<file path="config.mk">
export PLATFORM = sky130hd
export DESIGN_NAME = div_unit
export DESIGN_NICKNAME = d
export VERILOG_FILES = /design/src/rtl/div_unit.sv
export SDC_FILE = /design/constraint.sdc
export NUM_CORES = 1
export LEC_CHECK = 0
export BUFFER_PORTS_ARGS = -buffer_cell sky130_fd_sc_hd__buf_2
export CORE_MARGIN = 8
export CORE_UTILIZATION = 60
export CTS_CLUSTER_SIZE = 12
export DETAILED_ROUTE_END_ITERATION = 7
export PLACE_DENSITY = 0.82
export SYNTH_ARGS = -nofsm -noshare
export SYNTH_HDL_FRONTEND = slang
export SYNTH_SLANG_ARGS = --single-unit
</file>
<file path="constraint.sdc">
create_clock -name clk -period 3.8 [get_ports clk]
set_input_delay 0.19 -clock clk [delete_from_list [all_inputs] [get_ports clk]]
set_output_delay 0.19 -clock clk [all_outputs]
set_load 0.01 [all_outputs]
</file>
<file path="src/rtl/div_unit.sv">
// div_unit: multi-cycle radix-2 restoring divider for the EX stage.
// Handles signed (DIV) and unsigned (DIVU) divides. EX holds start_i high
// until ready_o is seen. annul_i aborts the divide on a pipeline flush.
//
// Ports:
//   clk           system clock; all state changes on the rising edge
//   rst           asynchronous, active-low reset
//   signed_div_i  1 = signed divide, 0 = unsigned divide
//   opdata1_i     dividend (sampled only on the FREE->ON transition)
//   opdata2_i     divisor  (sampled only on the FREE->ON transition)
//   start_i       request, held high by EX until ready_o is seen
//   annul_i       abort the current divide and return to FREE
//   result_o      {remainder, quotient}, which maps to {HI, LO}
//   ready_o       result valid (registered)
module div_unit #(
  parameter int DATA_W = 32
) (
  input  logic                  clk,
  input  logic                  rst,
  input  logic                  signed_div_i,
  input  logic [DATA_W-1:0]     opdata1_i,
  input  logic [DATA_W-1:0]     opdata2_i,
  input  logic                  start_i,
  input  logic                  annul_i,
  output logic [2*DATA_W-1:0]   result_o,
  output logic                  ready_o
);

  localparam int CNT_W = $clog2(DATA_W + 1);

  typedef enum logic [1:0] {
    S_FREE   = 2'd0,
    S_BYZERO = 2'd1,
    S_ON     = 2'd2,
    S_END    = 2'd3
  } state_e;

  state_e                 state_q, state_d;
  logic [CNT_W-1:0]       cnt_q, cnt_d;
  logic [2*DATA_W:0]      work_q, work_d;
  logic [DATA_W-1:0]      abs_b_q, abs_b_d;
  logic                   sign_a_q, sign_a_d;
  logic                   sign_b_q, sign_b_d;
  logic                   signed_q, signed_d;
  logic [2*DATA_W-1:0]    result_q, result_d;
  logic                   ready_q, ready_d;

  // Operand magnitudes. Only a signed divide with the MSB set is negated.
  logic [DATA_W-1:0] abs_a, abs_b;
  assign abs_a = (signed_div_i && opdata1_i[DATA_W-1]) ? ({DATA_W{1'b0}} - opdata1_i) : opdata1_i;
  assign abs_b = (signed_div_i && opdata2_i[DATA_W-1]) ? ({DATA_W{1'b0}} - opdata2_i) : opdata2_i;

  // Trial subtraction of the divisor from the upper partial remainder.
  // Bit DATA_W is the borrow, so a set bit means the subtraction fails.
  logic [DATA_W:0] diff;
  assign diff = work_q[2*DATA_W:DATA_W] - {1'b0, abs_b_q};

  // Final fix-up. The quotient sign is the XOR of the operand signs.
  // The remainder sign follows the dividend.
  logic [DATA_W-1:0] quot, rem, quot_fix, rem_fix;
  assign quot     = work_q[DATA_W-1:0];
  assign rem      = work_q[2*DATA_W:DATA_W+1];
  assign quot_fix = (signed_q && (sign_a_q ^ sign_b_q)) ? ({DATA_W{1'b0}} - quot) : quot;
  assign rem_fix  = (signed_q && sign_a_q) ? ({DATA_W{1'b0}} - rem) : rem;

  always_ff @(posedge clk or negedge rst) begin
    if (!rst) begin
      state_q  <= S_FREE;
      cnt_q    <= '0;
      work_q   <= '0;
      abs_b_q  <= '0;
      sign_a_q <= 1'b0;
      sign_b_q <= 1'b0;
      signed_q <= 1'b0;
      result_q <= '0;
      ready_q  <= 1'b0;
    end else begin
      state_q  <= state_d;
      cnt_q    <= cnt_d;
      work_q   <= work_d;
      abs_b_q  <= abs_b_d;
      sign_a_q <= sign_a_d;
      sign_b_q <= sign_b_d;
      signed_q <= signed_d;
      result_q <= result_d;
      ready_q  <= ready_d;
    end
  end

  always_comb begin
    state_d  = state_q;
    cnt_d    = cnt_q;
    work_d   = work_q;
    abs_b_d  = abs_b_q;
    sign_a_d = sign_a_q;
    sign_b_d = sign_b_q;
    signed_d = signed_q;
    result_d = result_q;
    ready_d  = ready_q;
    case (state_q)
      S_FREE: begin
        result_d = '0;
        ready_d  = 1'b0;
        if (start_i && !annul_i) begin
          cnt_d = '0;
          if (opdata2_i == '0) begin
            state_d = S_BYZERO;
          end else begin
            state_d  = S_ON;
            signed_d = signed_div_i;
            sign_a_d = signed_div_i & opdata1_i[DATA_W-1];
            sign_b_d = signed_div_i & opdata2_i[DATA_W-1];
            abs_b_d  = abs_b;
            work_d   = {{DATA_W{1'b0}}, abs_a, 1'b0};
          end
        end
      end
      S_BYZERO: begin
        // The divide-by-zero response is reported two edges after the request.
        // cnt provides the extra wait cycle.
        if (annul_i) begin
          state_d = S_FREE;
          cnt_d   = '0;
        end else if (cnt_q == '0) begin
          cnt_d = CNT_W'(1);
        end else begin
          state_d  = S_END;
          cnt_d    = '0;
          result_d = '0;
          ready_d  = 1'b1;
        end
      end
      S_ON: begin
        if (annul_i) begin
          state_d  = S_FREE;
          cnt_d    = '0;
          result_d = '0;
          ready_d  = 1'b0;
        end else if (cnt_q != CNT_W'(DATA_W)) begin
          if (diff[DATA_W])
            work_d = {work_q[2*DATA_W-1:0], 1'b0};
          else
            work_d = {diff[DATA_W-1:0], work_q[DATA_W-1:0], 1'b1};
          cnt_d = cnt_q + CNT_W'(1);
        end else begin
          state_d  = S_END;
          cnt_d    = '0;
          result_d = {rem_fix, quot_fix};
          ready_d  = 1'b1;
        end
      end
      S_END: begin
        // A new divide needs start_i to drop first.
        // This stops a held request from restarting the divider.
        if (annul_i || !start_i) begin
          state_d  = S_FREE;
          result_d = '0;
          ready_d  = 1'b0;
        end
      end
      default: begin
        state_d = S_FREE;
      end
    endcase
  end

  assign result_o = result_q;
  assign ready_o  = ready_q;

endmodule

</file>
After elaboration in Yosys (flattened, before gate mapping):

Cells that the tools add are included.
W data, S select, Z words.

* bits in registers: 173
* input port bits: 69
* word-level logic and storage cells: 86

* $add $sub $neg: 6
* equal/unequal tests: 13
* multiplexer cells: 36
* bitwise gates (word level): 4
* reductions and logical operators: 18

Operators with widths (number)
* $mux W65: 5
* $mux W64: 5
* $pmux W64 S4: 1
* $pmux W65 S2: 1
* $mux W32: 4
* $sub A1 B32 Y32 const A: 4
* $sub A33 B32 Y33: 1
* $logic_not A32 Y1: 1
* $mux W6: 3
* $pmux W6 S3: 1
* $mux W2: 7
* $ne A2 B2 Y1 const B: 7
* $pmux W2 S4: 1
* $reduce_and A4 Y1: 2
* $mux W1: 7
* $add A6 B1 Y6 const B: 1
* $logic_not A6 Y1: 1
* $ne A3 B3 Y1 const B: 2
* $ne A6 B6 Y1 const B: 1
* $logic_and A1 B1 Y1: 5
* $reduce_and A5 Y1: 1
* $eq A2 B2 Y1 const B: 2
* $pmux W1 S4: 1
* $reduce_and A3 Y1: 1
* other kinds (10): 12

Depth between registers and ports, before layout:

Gate-level depths: netlist of the first run.

* depth in word-level cells: 6
* gate-level depth with buffers: 14
* mapped depth without buffers: 12

Worst setup path after synthesis of the first run:

No wires, ideal clock.

* path type: register to register
* from: reg work_q[41]
* to: reg work_q[52]
* setup time: 0.116 ns
* arrival time: 2.884 ns
* path slack: 0.800 ns
* cell stages (with the launch flop): 13
* path through: dfrtp_1 ha_1 inv_1 or4_1 a21oi_1 o21ai_0 a21oi_1 mux2i_1 and3_1 buf_1 clkbuf_1 nand3_1 o311ai_0

* word-level cells in the longest chain between the ends: 5

RTL lines
* from (decl): RTL line 40 `logic [2*DATA_W:0] work_q, work_d;`
* from (signal assigned): RTL line 80 `work_q <= work_d;`
* $sub A33 B32 Y33: RTL line 56 `assign diff = work_q[2*DATA_W:DATA_W] - {1'b0, abs_b_q};`
* $mux W65: RTL line 140 `if (diff[DATA_W])`
* $mux W65: RTL line 139 `end else if (cnt_q != CNT_W'(DATA_W)) begin`
* $mux W65: RTL line 134 `if (annul_i) begin`
* $pmux W65 S2: RTL line 100 `case (state_q)`

No other way between the ends. The select of a mux whose other input is x is not followed.
A chain may end at the register's enable or synchronous reset.

Worst setup path after layout of the first run:

* from: reg work_q[43]
* to: reg work_q[57]

Same word-level chain as after synthesis.

==> impl_results.md, run 1 <==
* Status: completed
* CP endpoint kind: register
* Cell count after synthesis at 1423
* Vias per cell at 5.83
* Area Overhead vs Synth at 12.1%
* Asr flop ratio synth at 100%
* Critical path launch point type: register
* Clk_lat worst skew at 430 ps
* PortBufs at 133
* IO Pins at 134
* Seq/Total Area, Yosys at 37.1%
* Grt total ovfl at 0
* Syn nets at 1536
* Ys Warns at 0
* DP Cell Count at 1759
* DRC viols at 0
* Non-filler cells, final at 1792
* Final HPWL DP at 22400 um
* # H-tree levels at 4
* Setup TNS at 0 ps
* Share of cells above drive strength 1 at 12.8%
* Clock Sinks at 173
* Die H at 155 um
* DR WL/cell at 16.7 um
* Fillers at 1609
* Multi-input logic area at 6780 um^2
* Post-Syn Area at 11700 um^2
* CP arrival at 3800 ps
* RSZ-0062 raised after global routing: false
* Post-route clock skew at 7.85 ps
* Die Wd at 155 um
* Global router's overall resource usage at 24.9%
* Largest net degree at the start of global routing at 114
* Hold_ws at 38.0 ps
* Slew margin rel. at 28.8%
* Max Freq at 287 MHz
* Die area at 24200 um^2
* Fin crit period at 3490 ps
* Vias in the first global route at 9877
* CTS tree: built
* PostCTS Resize Cnt at 0
* Antenna viol nets, final at 0
* CP max FO at 15
* Total power at 9.38 mW
* Synth Register Bits at 173
* Drt first pass iters at 6
* P_leak at 5.87 nW
* Post-synth top flop: dfrtp_1
* Core Footprint at 19300 um^2
* DR vias at 10400
* Max-Cap Viols at 0
* Cell Pwr Density at 717 nW/um^2
* Initial antenna violation count at 0
* # rows at 51
* Initial Utilization at 60.6%
* Drt total wl at 29900 um
* Number of flops mapped to enable cells by yosys at 0
* Yosys cell types at 65
* VDD IR-drop max at 495 uV
* Finish-stage setup viols at 0
* Gpl congestion at 0.956
* Fin. Hold Viols at 0
* Max Slew Vio Count at 0
* WP data required at 4110 ps
* CTS Root Cell: clkbuf_16
* Iteration-0 DRC count of the detailed router at 913
* Clock transition at path regs at 70 ps
* FF+latch area at 4330 um^2
* Num CTS Buffers at 17
* Ant. Diodes at 0
* Critical path class: reg2reg
* CTS Buffer Depth at 2
* Final Util at 67.9%
* Worst Tran Pin Value at 1070 ps
* First-pass GRT wire length at 49600 um
* Nets at 1627
* Mapped Avg Cell Area at 8.20 um^2
* Worst hold path class: in2reg
* Final period util at 91.7%
-- worst max-delay path, cell delays in order (launching register included) --
cell,delay (ps)
dfrtp_1,470
ha_1,420
nand2_1,90
or4_1,520
a21oi_1,220
o21ai_0,170
a21oi_1,280
mux2i_1,250
and3_1,570
nand2b_1,110
a32o_1,260
-- Yosys cell counts (9+ instances only) --
library cell	n	area (um^2)
a21o_1	9	67.6
a21oi_1	137	686
a31oi_1	17	106
and2_1	11	68.8
buf_2	10	50.1
clkbuf_1	50	188
dfrtp_1	173	4330
ha_1	43	538
inv_1	61	229
mux2i_1	29	290
nand2_1	198	743
nand2b_1	14	87.6
nand3_1	27	135
nor2_1	109	409
nor2b_1	15	93.8
nor3_1	25	125
nor4_1	16	100
o21ai_0	161	806
o31ai_1	37	278
or3_1	14	87.6
xnor2_1	75	657
xor2_1	66	578
-- cells by family after synthesis --
logic type	after synthesis	share of synthesized area [%]
compound gates	426	21.3
xor+xnor	141	10.6
fa+ha+maj	44	4.78
buf+inv	136	4.86
flops	173	37.1
mux	31	2.68
simple gates	472	18.7
-- per-stage QoR --
stage | worst slack, ps | cell area [um^2]
after global routing | 199 | 13100
final | 314 | 13100
after detailed placement | 404 | 12500
after floorplan | 800 | 11700
after CTS | 374 | 13100
after global placement | 519 | 12500
-- report_power, final --
part	switching, mW	internal [mW]	total [mW]
combinational	2.89	1.69	4.57
sequential	0.580	2.43	3.01
clock	0.779	1.02	1.80
-- routing by layer --
metal | vias to the layer above | track usage, % | wire (um)
met5 | - | 0 | 0
met4 | 0 | 7.44 | 487
met3 | 36 | 4.55 | 2630
met2 | 421 | 36.3 | 12400
met1 | 4816 | 37.0 | 14400
li1 | 5169 | - | -
-- layout by cell type, fill, tap and decap left out, types with 27 or more instances in the layout --
cell type,count
ha_1,42
o21ai_0,161
dfrtp_1,173
inv_1,61
nand3_1,27
o31ai_1,37
nand2_1,197
buf_2,132
a21oi_1,137
xor2_1,66
mux2i_1,29
xnor2_1,75
nor2_1,109
-- flip-flops by register name (all words and copies together), names as in the netlist --
| name | flops |
|---|---|
| state_q | 2 |
| abs_b_q | 32 |
| sign_b_q | 1 |
| signed_q | 1 |
| sign_a_q | 1 |
| cnt_q | 6 |
| work_q | 65 |
| ready_o | 1 |
| result_o | 64 |
-- repair_timing --
action | 4_1_cts | 5_1_grt
endpoints found under the hold margin | 112 | 0
buffers inserted | 0 | 0
hold buffers | 1 | 0
-- worst paths after layout --
path,startpoint,to,slack [ps],cells after the start
worst max-delay path,work_q[43],work_q[57],310,10
worst min-delay path,opdata2_i[31],abs_b_q[31],40,3
worst max register to register,work_q[43],work_q[57],310,10
worst min register to register,result_o[59],result_o[59],470,2
max in group asynchronous,rst,result_o[48],2450,3
min in group asynchronous,rst,ready_o,440,2
-- layout make-up --
class	instances	area share (%)
clock inverters	12	1.14
clock buffers	20	3.49
flip-flops and latches	173	33.1
repair buffers	147	6.15
well taps	265	2.53
multi-input cells	1114	51.8
inverters	61	1.75
Note: power is estimated with default switching activity, not from simulation.
==> run 2, diff against run 1 <==
BUFFER_PORTS_ARGS = -buffer_cell sky130_fd_sc_hd__buf_4   (was -buffer_cell sky130_fd_sc_hd__buf_2)
==> impl_results.md, run 2 (synthesis gave the netlist of run 1 again) <==
* # rows at 51 (unchanged)
* Drt first pass iters at 8 (was 6)
* Critical path class: reg2reg (unchanged)
* Crit path capture: work_q[33] (was work_q[57])
* Post-route clock skew at 9.75 ps (was 7.85 ps)
* Fillers at 1606 (was 1609)
* Core Footprint at 19300 um^2 (unchanged)
* Area Overhead vs Synth at 14.7% (was 12.1%)
* FF-to-FF setup slack at 310 ps (about the same)
* PostCTS Resize Cnt at 0 (unchanged)
* Clock Sinks at 173 (unchanged)
* IO Pins at 134 (unchanged)
* Die Wd at 155 um (unchanged)
* Final HPWL DP at 22500 um (was 22400 um)
* CP max FO at 15 (unchanged)
* Share of cells above drive strength 1 at 12.8% (about the same)
* Ant. Diodes at 0 (unchanged)
* Global router's overall resource usage at 25.0% (was 24.9%)
* Post-Route M1 WL at 14400 um (about the same)
* Post-CTS Setup Repair Bufs at 0 (unchanged)
* Met3 wire length at 2560 um (was 2630 um)
* # H-tree levels at 4 (unchanged)
* Clk_lat worst skew at 440 ps (was 430 ps)
* DR WL/cell at 16.9 um (was 16.7 um)
* Setup TNS at 0 ps (unchanged)
* Hold_buf cts at 1 (unchanged)
* Finish-stage setup viols at 0 (unchanged)
* Nets at 1625 (was 1627)
* Initial Utilization at 60.6% (unchanged)
* PortBufs at 133 (unchanged)
* Grt total ovfl at 0 (unchanged)
* Gpl congestion at 0.967 (was 0.956)
* Largest net degree at the start of global routing at 115 (was 114)
* CTS Buffer Depth at 2 (unchanged)
* CP endpoint kind: register (unchanged)
* Fin crit period at 3490 ps (about the same)
* Status: completed (unchanged)
* CTS Root Cell: clkbuf_16 (unchanged)
* DRC viols at 0 (unchanged)
* Worst r2r path cells at 10 (unchanged)
* DP Cell Count at 1757 (was 1759)
* Clock transition at path regs at 70 ps (about the same)
* First-pass GRT wire length at 49600 um (about the same)
* Drt total wl at 30200 um (was 29900 um)
* DR WL met2 at 12700 um (was 12400 um)
* CTS tree: built (unchanged)
* Critical path launch point type: register (unchanged)
* Most flops, register: work_q (unchanged)
* Worst hold path class: in2reg (unchanged)
* RSZ-0062 raised after global routing: false (unchanged)
* RR Endpoint: work_q[33] (was work_q[57])
* Final period util at 91.9% (was 91.7%)
* Commonest non-fill, non-tap cells in the layout: nand2_1 (197), dfrtp_1 (173), o21ai_0 (161) (unchanged)
* Top layer in use: met4 (unchanged)
* Critical path launch point: work_q[43] (unchanged)
* Non-filler cells, final at 1790 (was 1792)
* Cell Pwr Density at 705 nW/um^2 (was 717 nW/um^2)
* Initial antenna violation count at 0 (unchanged)
* CP arrival at 3810 ps (was 3800 ps)
* Largest register FFs at 65 (unchanged)
* Num CTS Buffers at 17 (unchanged)
* Reg2reg start: work_q[43] (unchanged)
* P_leak at 5.91 nW (was 5.87 nW)
* Most common cell after layout, fill and taps aside: nand2_1 (unchanged)
* Die H at 155 um (unchanged)
* Slew margin rel. at 29.7% (was 28.8%)
* Max Freq at 286 MHz (was 287 MHz)
* VDD IR-drop max at 691 uV (was 495 uV)
* Iteration-0 DRC count of the detailed router at 1035 (was 913)
* DR vias at 10600 (was 10400)
* Die area at 24200 um^2 (unchanged)
* Fin. Hold Viols at 0 (unchanged)
* Worst Tran Pin Value at 1050 ps (was 1070 ps)
* Antenna viol nets, final at 0 (unchanged)
* Vias in the first global route at 9734 (was 9877)
* Vias per cell at 5.89 (was 5.83)
* WP data required at 4120 ps (was 4110 ps)
* Max Slew Vio Count at 0 (unchanged)
* Max-Cap Viols at 0 (unchanged)
[run 2: cell count changes in the layout (fill, tap and decap cells not counted), moves of 2 or more]
cell / previous run / this run
inv_8: 1 / 3
inv_6: 6 / 4
buf_4: 11 / 140
clkinv_2: 0 / 2
buf_2: 132 / 0
[run 2: power by group]
group	total [mW]	switching (mW)	leakage, nW	internal, mW
logic	4.68	2.87	3.36	1.81
clock network	1.75	0.800	0.290	0.947
registers	3.02	0.595	2.27	2.43
total	9.44	4.27	5.91	5.18
[run 2: metal layers]
layer	vias up	track usage [%]
li1	5169	-
met1	4934	37.3
met2	410	35.8
met3	39	4.97
met4	0	7.26
met5	-	0
[run 2: metrics by stage]
stage / hold WS (ps) / total power, mW / setup WS, ps / area (um^2) / util [%]
after floorplan: -106 / 6.30 / 800 / 11700 / -
after global placement: 413 / 7.51 / 542 / 12800 / 66.4
after detailed placement: 410 / 7.64 / 419 / 12800 / 66.4
after CTS: 21.2 / 9.41 / 393 / 13400 / 69.5
after global routing: 53.7 / 10.2 / 91.0 / 13400 / 69.5
final: 27.7 / 9.44 / 307 / 13400 / 69.5
[run 2: how the worst min path moves through the flow]
stage | from | endpoint | slack, ps | cells past startpoint
6_report | opdata2_i[31] | abs_b_q[31] | 30 | 3
5_1_grt | opdata2_i[31] | abs_b_q[31] | 50 | 3
4_1_cts | opdata2_i[31] | abs_b_q[31] | 20 | 3
3_5_place_dp | rst | work_q[11] | 410 | 1
3_3_place_gp | rst | work_q[11] | 410 | 1
2_1_floorplan | rst | abs_b_q[0] | -110 | 0
[run 2: layout make-up]
class / instances / area (um^2) / share of cell area, %
tap: 265 / 332 / 2.48
sequential: 173 / 4330 / 32.3
clock buffer: 18 / 439 / 3.28
clock inverter: 14 / 150 / 1.12
multi-input combinational: 1114 / 6780 / 50.6
timing repair buffer: 145 / 1130 / 8.45
inverter: 61 / 229 / 1.71
[run 2: worst max-delay path: stages, from the launching register on]
cell	delay [ps]
dfrtp_1	470
ha_1	440
nand2_1	90
or4_1	500
a21oi_1	230
o21ai_0	170
a21oi_1	280
mux2i_1	250
and3_1	560
mux2i_1	160
a22o_1	220
